<file path="config.mk">
export PLATFORM = sky130hd
export DESIGN_NAME = galaxian_dl_loader_flat
export DESIGN_NICKNAME = d
export VERILOG_FILES = /design/src/rtl/galaxian_dl_pkg.sv /design/src/rtl/galaxian_dl_loader_if.sv /design/src/rtl/dl_rst_stretch.sv /design/src/rtl/galaxian_dl_loader.sv /design/src/flat_wrapper.sv
export SDC_FILE = /design/constraint.sdc
export NUM_CORES = 1
export LEC_CHECK = 0
export CAP_MARGIN = 5
export CORE_MARGIN = 1
export CORE_UTILIZATION = 40
export CTS_CLUSTER_DIAMETER = 80
export DETAILED_ROUTE_END_ITERATION = 6
export GPL_TIMING_DRIVEN = 0
export PLACE_DENSITY_LB_ADDON = 0.08
export SYNTH_ARGS = -nofsm -noshare
export SYNTH_HDL_FRONTEND = slang
export SYNTH_SLANG_ARGS = --single-unit
</file>
<file path="constraint.sdc">
create_clock -name clk_sys -period 3.5 [get_ports clk_sys]
set_input_delay 0.7 -clock clk_sys [delete_from_list [all_inputs] [get_ports clk_sys]]
set_output_delay 0.7 -clock clk_sys [all_outputs]
set_load 0.005 [all_outputs]
</file>
<file path="src/rtl/galaxian_dl_pkg.sv">
// Shared types and memory-map constants for the Galaxian download loader.
// The region decoder lives here so the map is defined in one place.
package galaxian_dl_pkg;

  typedef enum logic [1:0] {
    NOROM,
    LOAD,
    HOLD,
    RUN
  } dl_state_t;

  typedef enum logic [2:0] {
    RGN_NONE,
    RGN_PGM,
    RGN_GFX1K,
    RGN_GFX1H,
    RGN_PROM
  } region_t;

  localparam logic [15:0] PGM_BASE   = 16'h0000;
  localparam logic [15:0] GFX1K_BASE = 16'h4000;
  localparam logic [15:0] GFX1H_BASE = 16'h5000;
  localparam logic [15:0] PROM_BASE  = 16'h6000;
  localparam logic [15:0] IMG_SIZE   = 16'h6020;

  function automatic logic in_span(input logic [15:0] a,
                                   input logic [15:0] base,
                                   input logic [15:0] limit);
    return (a >= base) && (a < limit);
  endfunction

  // Each region ends where the next one begins; IMG_SIZE closes the PROM.
  function automatic region_t decode_region(input logic [24:0] addr);
    region_t r;
    r = RGN_NONE;
    if (addr[24:16] == 9'd0) begin
      if (in_span(addr[15:0], PGM_BASE, GFX1K_BASE))
        r = RGN_PGM;
      else if (in_span(addr[15:0], GFX1K_BASE, GFX1H_BASE))
        r = RGN_GFX1K;
      else if (in_span(addr[15:0], GFX1H_BASE, PROM_BASE))
        r = RGN_GFX1H;
      else if (in_span(addr[15:0], PROM_BASE, IMG_SIZE))
        r = RGN_PROM;
    end
    return r;
  endfunction

endpackage

</file>
<file path="src/rtl/galaxian_dl_loader_if.sv">
// ioctl download bus from data_io: data_io drives it (master), the loader
// consumes it (slave).
interface galaxian_dl_loader_if;
  logic        ioctl_download;
  logic [7:0]  ioctl_index;
  logic        ioctl_wr;
  logic [24:0] ioctl_addr;
  logic [7:0]  ioctl_dout;

  modport master (
    output ioctl_download, ioctl_index, ioctl_wr, ioctl_addr, ioctl_dout
  );

  modport slave (
    input ioctl_download, ioctl_index, ioctl_wr, ioctl_addr, ioctl_dout
  );
endinterface

</file>
<file path="src/rtl/dl_rst_stretch.sv">
// Loadable down-counter that stops at zero; done is high while the count is zero.
// Loading N gives N further cycles before done rises.
module dl_rst_stretch (
  input  logic        clk,
  input  logic        rst,
  input  logic        load,
  input  logic [15:0] load_value,
  output logic        done
);

  logic [15:0] count;

  always_ff @(posedge clk or posedge rst) begin
    if (rst)
      count <= 16'd0;
    else if (load)
      count <= load_value;
    else if (count != 16'd0)
      count <= count - 16'd1;
  end

  assign done = (count == 16'd0);

endmodule

</file>
<file path="src/rtl/galaxian_dl_loader.sv">
// Routes the data_io download stream into the four Galaxian ROM regions and
// keeps the core in reset until a complete, clean image has been loaded.
module galaxian_dl_loader
  import galaxian_dl_pkg::*;
#(
  parameter logic [7:0]  DL_INDEX = 8'd0,
  parameter int unsigned RST_HOLD = 255
) (
  input  logic                       clk_sys,
  input  logic                       reset,
  galaxian_dl_loader_if.slave        ioctl,
  input  logic                       user_reset,
  output logic                       core_reset,
  output logic [15:0]                dl_addr,
  output logic [7:0]                 dl_data,
  output logic                       pgm_we,
  output logic                       gfx1k_we,
  output logic                       gfx1h_we,
  output logic                       prom_we,
  output logic                       dl_busy,
  output logic                       rom_ok,
  output logic                       oob_err
);

  localparam logic [15:0] HOLD_LOAD = 16'(RST_HOLD - 1);

  dl_state_t   state;
  region_t     region;
  logic        dl_prev;
  logic [15:0] byte_cnt;
  logic        index_ok;
  logic        accept;
  logic        in_map;
  logic        dl_rise;
  logic        dl_fall;
  logic        enter_load;
  logic        image_good;
  logic        hold_load;
  logic        hold_done;

  assign index_ok   = (ioctl.ioctl_index == DL_INDEX);
  assign accept     = ioctl.ioctl_download & ioctl.ioctl_wr & index_ok;
  assign region     = decode_region(ioctl.ioctl_addr);
  assign in_map     = (region != RGN_NONE);
  assign dl_rise    = ioctl.ioctl_download & ~dl_prev & index_ok;
  assign dl_fall    = ~ioctl.ioctl_download & dl_prev;
  assign enter_load = dl_rise & (state != LOAD);
  assign image_good = (byte_cnt == IMG_SIZE) & ~oob_err;
  assign hold_load  = (state == LOAD) & dl_fall & image_good;

  // Write path: one registered strobe per accepted in-map byte.
  // NOTE: every clocked register uses <= so all of them sample the same
  // pre-edge values; a blocking = here would chain updates within one edge.
  always_ff @(posedge clk_sys or posedge reset) begin
    if (reset) begin
      dl_prev  <= 1'b0;
      dl_addr  <= 16'd0;
      dl_data  <= 8'd0;
      pgm_we   <= 1'b0;
      gfx1k_we <= 1'b0;
      gfx1h_we <= 1'b0;
      prom_we  <= 1'b0;
    end else begin
      dl_prev  <= ioctl.ioctl_download;
      pgm_we   <= accept & (region == RGN_PGM);
      gfx1k_we <= accept & (region == RGN_GFX1K);
      gfx1h_we <= accept & (region == RGN_GFX1H);
      prom_we  <= accept & (region == RGN_PROM);
      if (accept) begin
        dl_addr <= ioctl.ioctl_addr[15:0];
        dl_data <= ioctl.ioctl_dout;
      end
    end
  end

  dl_rst_stretch u_hold (
    .clk        (clk_sys),
    .rst        (reset),
    .load       (hold_load),
    .load_value (HOLD_LOAD),
    .done       (hold_done)
  );

  always_ff @(posedge clk_sys or posedge reset) begin
    if (reset) begin
      state      <= NOROM;
      core_reset <= 1'b1;
      dl_busy    <= 1'b0;
      rom_ok     <= 1'b0;
      oob_err    <= 1'b0;
      byte_cnt   <= 16'd0;
    end else if (enter_load) begin
      // A byte arriving on the rising-edge cycle is folded into the fresh tally.
      state      <= LOAD;
      core_reset <= 1'b1;
      dl_busy    <= 1'b1;
      rom_ok     <= 1'b0;
      oob_err    <= accept & ~in_map;
      byte_cnt   <= {15'd0, accept & in_map};
    end else begin
      if (accept & in_map & (byte_cnt != 16'hFFFF))
        byte_cnt <= byte_cnt + 16'd1;
      if (accept & ~in_map)
        oob_err <= 1'b1;

      case (state)
        NOROM: ;
        LOAD: begin
          if (dl_fall) begin
            rom_ok  <= image_good;
            dl_busy <= 1'b0;
            state   <= image_good ? HOLD : NOROM;
          end
        end
        HOLD: begin
          if (hold_done) begin
            state      <= RUN;
            core_reset <= user_reset;
          end
        end
        RUN:     core_reset <= user_reset;
        default: state <= NOROM;
      endcase
    end
  end

endmodule

</file>
<file path="src/flat_wrapper.sv">
// flat-port wrapper written by rule: the top's interface ports become plain ports
module galaxian_dl_loader_flat import galaxian_dl_pkg::*;
#(
  parameter logic [7:0]  DL_INDEX = 8'd0,
  parameter int unsigned RST_HOLD = 255
)
  (clk_sys, reset, user_reset, core_reset, dl_addr, dl_data, pgm_we, gfx1k_we, gfx1h_we, prom_we, dl_busy, rom_ok, oob_err, ioctl_ioctl_download, ioctl_ioctl_index, ioctl_ioctl_wr, ioctl_ioctl_addr, ioctl_ioctl_dout);
  galaxian_dl_loader_if ioctl_i ();
  input  logic clk_sys;
  input  logic reset;
  input  logic user_reset;
  output logic core_reset;
  output logic [15:0] dl_addr;
  output logic [7:0] dl_data;
  output logic pgm_we;
  output logic gfx1k_we;
  output logic gfx1h_we;
  output logic prom_we;
  output logic dl_busy;
  output logic rom_ok;
  output logic oob_err;
  input wire logic [$bits(ioctl_i.ioctl_download)-1:0] ioctl_ioctl_download;
  input wire logic [$bits(ioctl_i.ioctl_index)-1:0] ioctl_ioctl_index;
  input wire logic [$bits(ioctl_i.ioctl_wr)-1:0] ioctl_ioctl_wr;
  input wire logic [$bits(ioctl_i.ioctl_addr)-1:0] ioctl_ioctl_addr;
  input wire logic [$bits(ioctl_i.ioctl_dout)-1:0] ioctl_ioctl_dout;
  assign ioctl_i.ioctl_download = ioctl_ioctl_download;
  assign ioctl_i.ioctl_index = ioctl_ioctl_index;
  assign ioctl_i.ioctl_wr = ioctl_ioctl_wr;
  assign ioctl_i.ioctl_addr = ioctl_ioctl_addr;
  assign ioctl_i.ioctl_dout = ioctl_ioctl_dout;
  galaxian_dl_loader #(.DL_INDEX(DL_INDEX), .RST_HOLD(RST_HOLD)) u_core (.clk_sys(clk_sys), .reset(reset), .ioctl(ioctl_i), .user_reset(user_reset), .core_reset(core_reset), .dl_addr(dl_addr), .dl_data(dl_data), .pgm_we(pgm_we), .gfx1k_we(gfx1k_we), .gfx1h_we(gfx1h_we), .prom_we(prom_we), .dl_busy(dl_busy), .rom_ok(rom_ok), .oob_err(oob_err));
endmodule
</file>
==> metrics.log <==
INFO  metric worst_supply_voltage_drop_on_vdd = 0.212 mV
INFO  metric syn-instance-count = 314
INFO  metric synth.cell_area = 3290 sq um
INFO  metric final_nets = 454
INFO  metric grt_antenna_before_repair = 0
INFO  metric first_iter_violations = 107
INFO  metric setup.worst_path.end = u_core.byte_cnt[5]
INFO  metric totalNegativeSetupSlack = 0 ps
INFO  metric synth-seq-area-share = 51.0%
INFO  metric via_count_of_the_first_global_routing_pass = 2864
INFO  metric outcome = completed
INFO  metric setup-violations-final = 0
INFO  metric avgViaCountPerCell = between 5 and 6
INFO  metric drive_above_1_share = 11.8%
INFO  metric synth-async-reset-ratio = 100%
INFO  metric clock_insertion_delay_at_the_later_pin_of_the_skew_report = 340 ps
INFO  metric core-area = a little under 8000 sq um
INFO  metric synth_edf_count = 0
INFO  metric clock_sinks = 67
INFO  metric fin_cells = 509
INFO  metric syn-mean-instance-area = roughly 10 sq um
INFO  metric maxClockFrequency = 0.348 GHz
INFO  metric worst_setup_slack_before_clock_tree_synthesis = about 290 ps
INFO  metric synth-seq-cells = 67
INFO  metric critical_path_arrival = roughly 3000 ps
INFO  metric worst-path-buf-inv = 2
INFO  metric synth.net_count = 366
INFO  metric start_kind = input pin
INFO  metric die_y = 92.7 microns
INFO  metric maxSlewViolCount = 0
INFO  metric r2r-end = u_core.byte_cnt[10]
INFO  metric route.antenna.remaining_nets = 0
INFO  metric grt_setup_unrepaired = no
INFO  metric worstRegToRegCells = 8
INFO  metric power.leakage = 0.00178 uW
INFO  metric dp.cells = approximately 490
INFO  metric dp.final_hpwl = 5400 microns
INFO  metric hold_path.class = flip-flop to flip-flop
INFO  metric synthTopCellsByArea = sky130_fd_sc_hd__dfrtp_1, sky130_fd_sc_hd__mux2_2, sky130_fd_sc_hd__a21oi_1
INFO  metric clock-skew-final = 8.47 ps
INFO  metric io_port_bufs = 77
INFO  metric cts.repair_timing.setup_buffer_count = 0
INFO  metric worstSetupStartpoint = ioctl_ioctl_download
INFO  metric tritoncts.num_buffers = 9
INFO  metric post-route-worst-setup-slack = 627 ps
INFO  metric crit_required = 3700 ps
INFO  metric drv_cap = 0
INFO  metric core.rowCount = 32
INFO  metric critPathSlowestCell = sky130_fd_sc_hd__or4_4
INFO  metric design.die.area = 8590 sq um
INFO  metric detailed_place.area = 4200 sq um
INFO  metric clk_root_buffer_cell = sky130_fd_sc_hd__clkbuf_8
INFO  metric grtUsageTotal = 20.2%
INFO  metric htreeDepth = 3
INFO  metric wl_per_cell = 15.2 microns
INFO  metric tritoncts = yes
INFO  metric critical_path.max_stage_delay = 560 ps
INFO  metric worstSetupPathDepth = 7
INFO  metric grt_max_degree = 68
INFO  metric first_pass_iteration_count_of_the_detailed_router = 4
INFO  metric grt_pass1_wl = about 14000 microns
INFO  metric post_cts.resized_instances = 0
INFO  metric drt_wl_total = 7710 microns
INFO  metric fin_crit = between 2000 and 3000 ps
INFO  metric boundaryPins = just under 80
INFO  metric r2r_slack = slightly above 800 ps
INFO  metric post-synth-top-area-cell = sky130_fd_sc_hd__dfrtp_1
INFO  metric critPathKind = input pin to flip-flop
INFO  metric crit_fanout = 10
INFO  metric flip_flop_cell_with_the_highest_count_after_synthesis = sky130_fd_sc_hd__dfrtp_1
INFO  metric post-route-drc-count = 0
INFO  metric antennaDiodeCount = 0
INFO  metric post_synth_num_cell_types = 43
INFO  metric synth-warning-count = 0
INFO  metric fin_crit_sh = between 80 and 90%
INFO  metric start_util = 41.9%
INFO  metric floorplan.die.width = 92.7 microns
INFO  metric worst_path_dominant_cell_family = simple AND/OR/NAND/NOR gates
INFO  metric reg_to_reg_critical_path_startpoint = u_core.byte_cnt[0]
INFO  metric cts_hold_buf = 0
INFO  metric final-hold-violation-count = 0
INFO  metric detailroute.via_count = 2790
INFO  metric crit_path_cell_trace = clkdlybuf4s50_1 -> nor3b_2 -> nand4_1 -> or4_4 -> clkbuf_1 -> o41ai_1 -> a21oi_1
INFO  metric max-slew-margin-rel = 38.4%
INFO  metric grt_overflow = 0
INFO  metric synth_top_area_share = 50.2%
INFO  metric timing.critical_path.to_type = flip-flop
INFO  metric gpl.final_weighted_congestion = 0.787
INFO  metric worst-slew-pin-transition = 917 ps
INFO  metric stdcell_area = 4400 sq um
INFO  metric max-clock-path-buffers = 2
INFO  metric cts.clk_slew.worst_paths = approximately 80 ps
INFO  metric syn2layout_area_growth = 33.7%
INFO  metric p_per_area = between 300 and 400 nW/um^2
-- area by class of cell --
class                      instances  area [sq um]
clock buffer                       9           124
inverter                          10          40.0
multi-input combinational        224          1520
tap                              102           128
timing repair buffer              77           771
sequential                        67          1680
clock inverter                     7          76.3
buffer                            13          56.3
fill                             759          3450
-- worst min-delay path by stage --
stage                             from                  to  slack, ps  depth (start not counted)
floorplan               u_core.dl_busy      u_core.dl_busy        470                          2
global placement    u_core.dl_addr[12]  u_core.dl_addr[12]        460                          2
detailed placement      u_core.dl_busy      u_core.dl_busy        470                          2
CTS                     u_core.dl_busy      u_core.dl_busy        480                          2
global route            u_core.dl_busy      u_core.dl_busy        510                          2
finish                  u_core.dl_busy      u_core.dl_busy        480                          2
-- routing by layer --
| layer | global-route usage [%] | wire length, microns | vias to the layer above |
|---|---|---|---|
| met5 | 0 | 0 | - |
| met4 | 7.18 | 87 | 0 |
| met3 | 7.55 | 630 | 7 |
| met2 | 29.4 | 3320 | 75 |
| met1 | 27.5 | 3670 | 1356 |
| li1 | - | - | 1352 |
-- cells in the mapped netlist, drive strengths merged, types with 3 or more instances --
master / n
dfrtp: 66
a21oi: 23
mux2: 23
nor2: 21
nand2: 18
nand3: 14
o21ai: 14
or4: 13
clkbuf: 12
o31ai: 11
or3: 11
inv: 10
nor4: 10
nor3: 9
nand4: 7
ha: 6
nand4b: 4
o211ai: 4
and3: 3
and4: 3
mux2i: 3
nand2b: 3
nor4b: 3
xnor2: 3
xor2: 3
-- kinds of logic (layout without fill, tap and decap cells) --
| kind of cell | after synthesis | in the layout | synth area share (%) |
|---|---|---|---|
| adders and majority gates | 6 | 6 | 2.28 |
| AOI/OAI and AO/OA | 60 | 60 | 11.1 |
| muxes | 26 | 26 | 8.79 |
| and+or+nand+nor | 126 | 126 | 22.4 |
| DFF | 67 | 67 | 51.0 |
| buffers and inverters | 23 | 116 | 2.85 |
| xor gates and xnor gates | 6 | 6 | 1.60 |
-- sequential cells by signal, indices dropped and copies added, names as in the netlist --
signal / count
u_core.gfx1h_we: 1
u_core.dl_addr: 16
u_core.pgm_we: 1
u_core.state: 2
u_core.dl_prev: 1
u_core.rom_ok: 1
u_core.core_reset: 1
u_core.gfx1k_we: 1
u_core.dl_data: 8
u_core.prom_we: 1
u_core.byte_cnt: 16
u_core.oob_err: 1
u_core.u_hold.count: 16
u_core.dl_busy: 1
-- metrics by stage --
step | total power, uW | hold slack [ps] | utilization, %
finish | 1620 | 480 | 56.0
global route | 1690 | 506 | 56.0
CTS | 1630 | 482 | 56.0
detailed placement | 971 | 469 | 53.5
global placement | 968 | 462 | 53.4
floorplan | 880 | 471 | -
-- cells in the final DEF, fill, tap and decap left out, types with 2 or more instances in the layout --
| cell type | n |
|---|---|
| sky130_fd_sc_hd__nand4b_1 | 4 |
| sky130_fd_sc_hd__o21ai_1 | 2 |
| sky130_fd_sc_hd__nand2_1 | 18 |
| sky130_fd_sc_hd__inv_6 | 2 |
| sky130_fd_sc_hd__and4_1 | 3 |
| sky130_fd_sc_hd__ha_1 | 6 |
| sky130_fd_sc_hd__dfrtp_1 | 66 |
| sky130_fd_sc_hd__o21ai_0 | 12 |
| sky130_fd_sc_hd__o21a_1 | 2 |
| sky130_fd_sc_hd__clkbuf_8 | 9 |
| sky130_fd_sc_hd__nor2_1 | 21 |
| sky130_fd_sc_hd__nor4_1 | 8 |
| sky130_fd_sc_hd__mux2_2 | 23 |
| sky130_fd_sc_hd__inv_1 | 9 |
| sky130_fd_sc_hd__nor3_1 | 9 |
| sky130_fd_sc_hd__clkbuf_1 | 12 |
| sky130_fd_sc_hd__nand2b_1 | 3 |
| sky130_fd_sc_hd__or4_1 | 12 |
| sky130_fd_sc_hd__nor2b_1 | 2 |
| sky130_fd_sc_hd__and3_1 | 3 |
| sky130_fd_sc_hd__xnor2_1 | 3 |
| sky130_fd_sc_hd__clkdlybuf4s50_1 | 77 |
| sky130_fd_sc_hd__xor2_1 | 3 |
| sky130_fd_sc_hd__mux2i_1 | 3 |
| sky130_fd_sc_hd__a21oi_1 | 23 |
| sky130_fd_sc_hd__nand3_1 | 14 |
| sky130_fd_sc_hd__nand4_1 | 7 |
| sky130_fd_sc_hd__o211ai_1 | 4 |
| sky130_fd_sc_hd__nor4b_1 | 3 |
| sky130_fd_sc_hd__clkinvlp_4 | 2 |
| sky130_fd_sc_hd__or3_1 | 11 |
| sky130_fd_sc_hd__o31ai_1 | 11 |
-- power by group --
part	total [uW]	internal, uW	switching, uW
registers	800	790	10.1
logic	154	88.9	65.2
clock network	664	334	330
-- worst register-to-register path: cells and delay by family, from the launching register on --
kind | cells | cell delay (ps)
DFF | 1 | 430
adders and majority gates | 1 | 240
buffers and inverters | 3 | 1060
AOI/OAI and AO/OA | 2 | 290
and+or+nand+nor | 2 | 580
No activity file was read; power rests on OpenSTA's default activity.
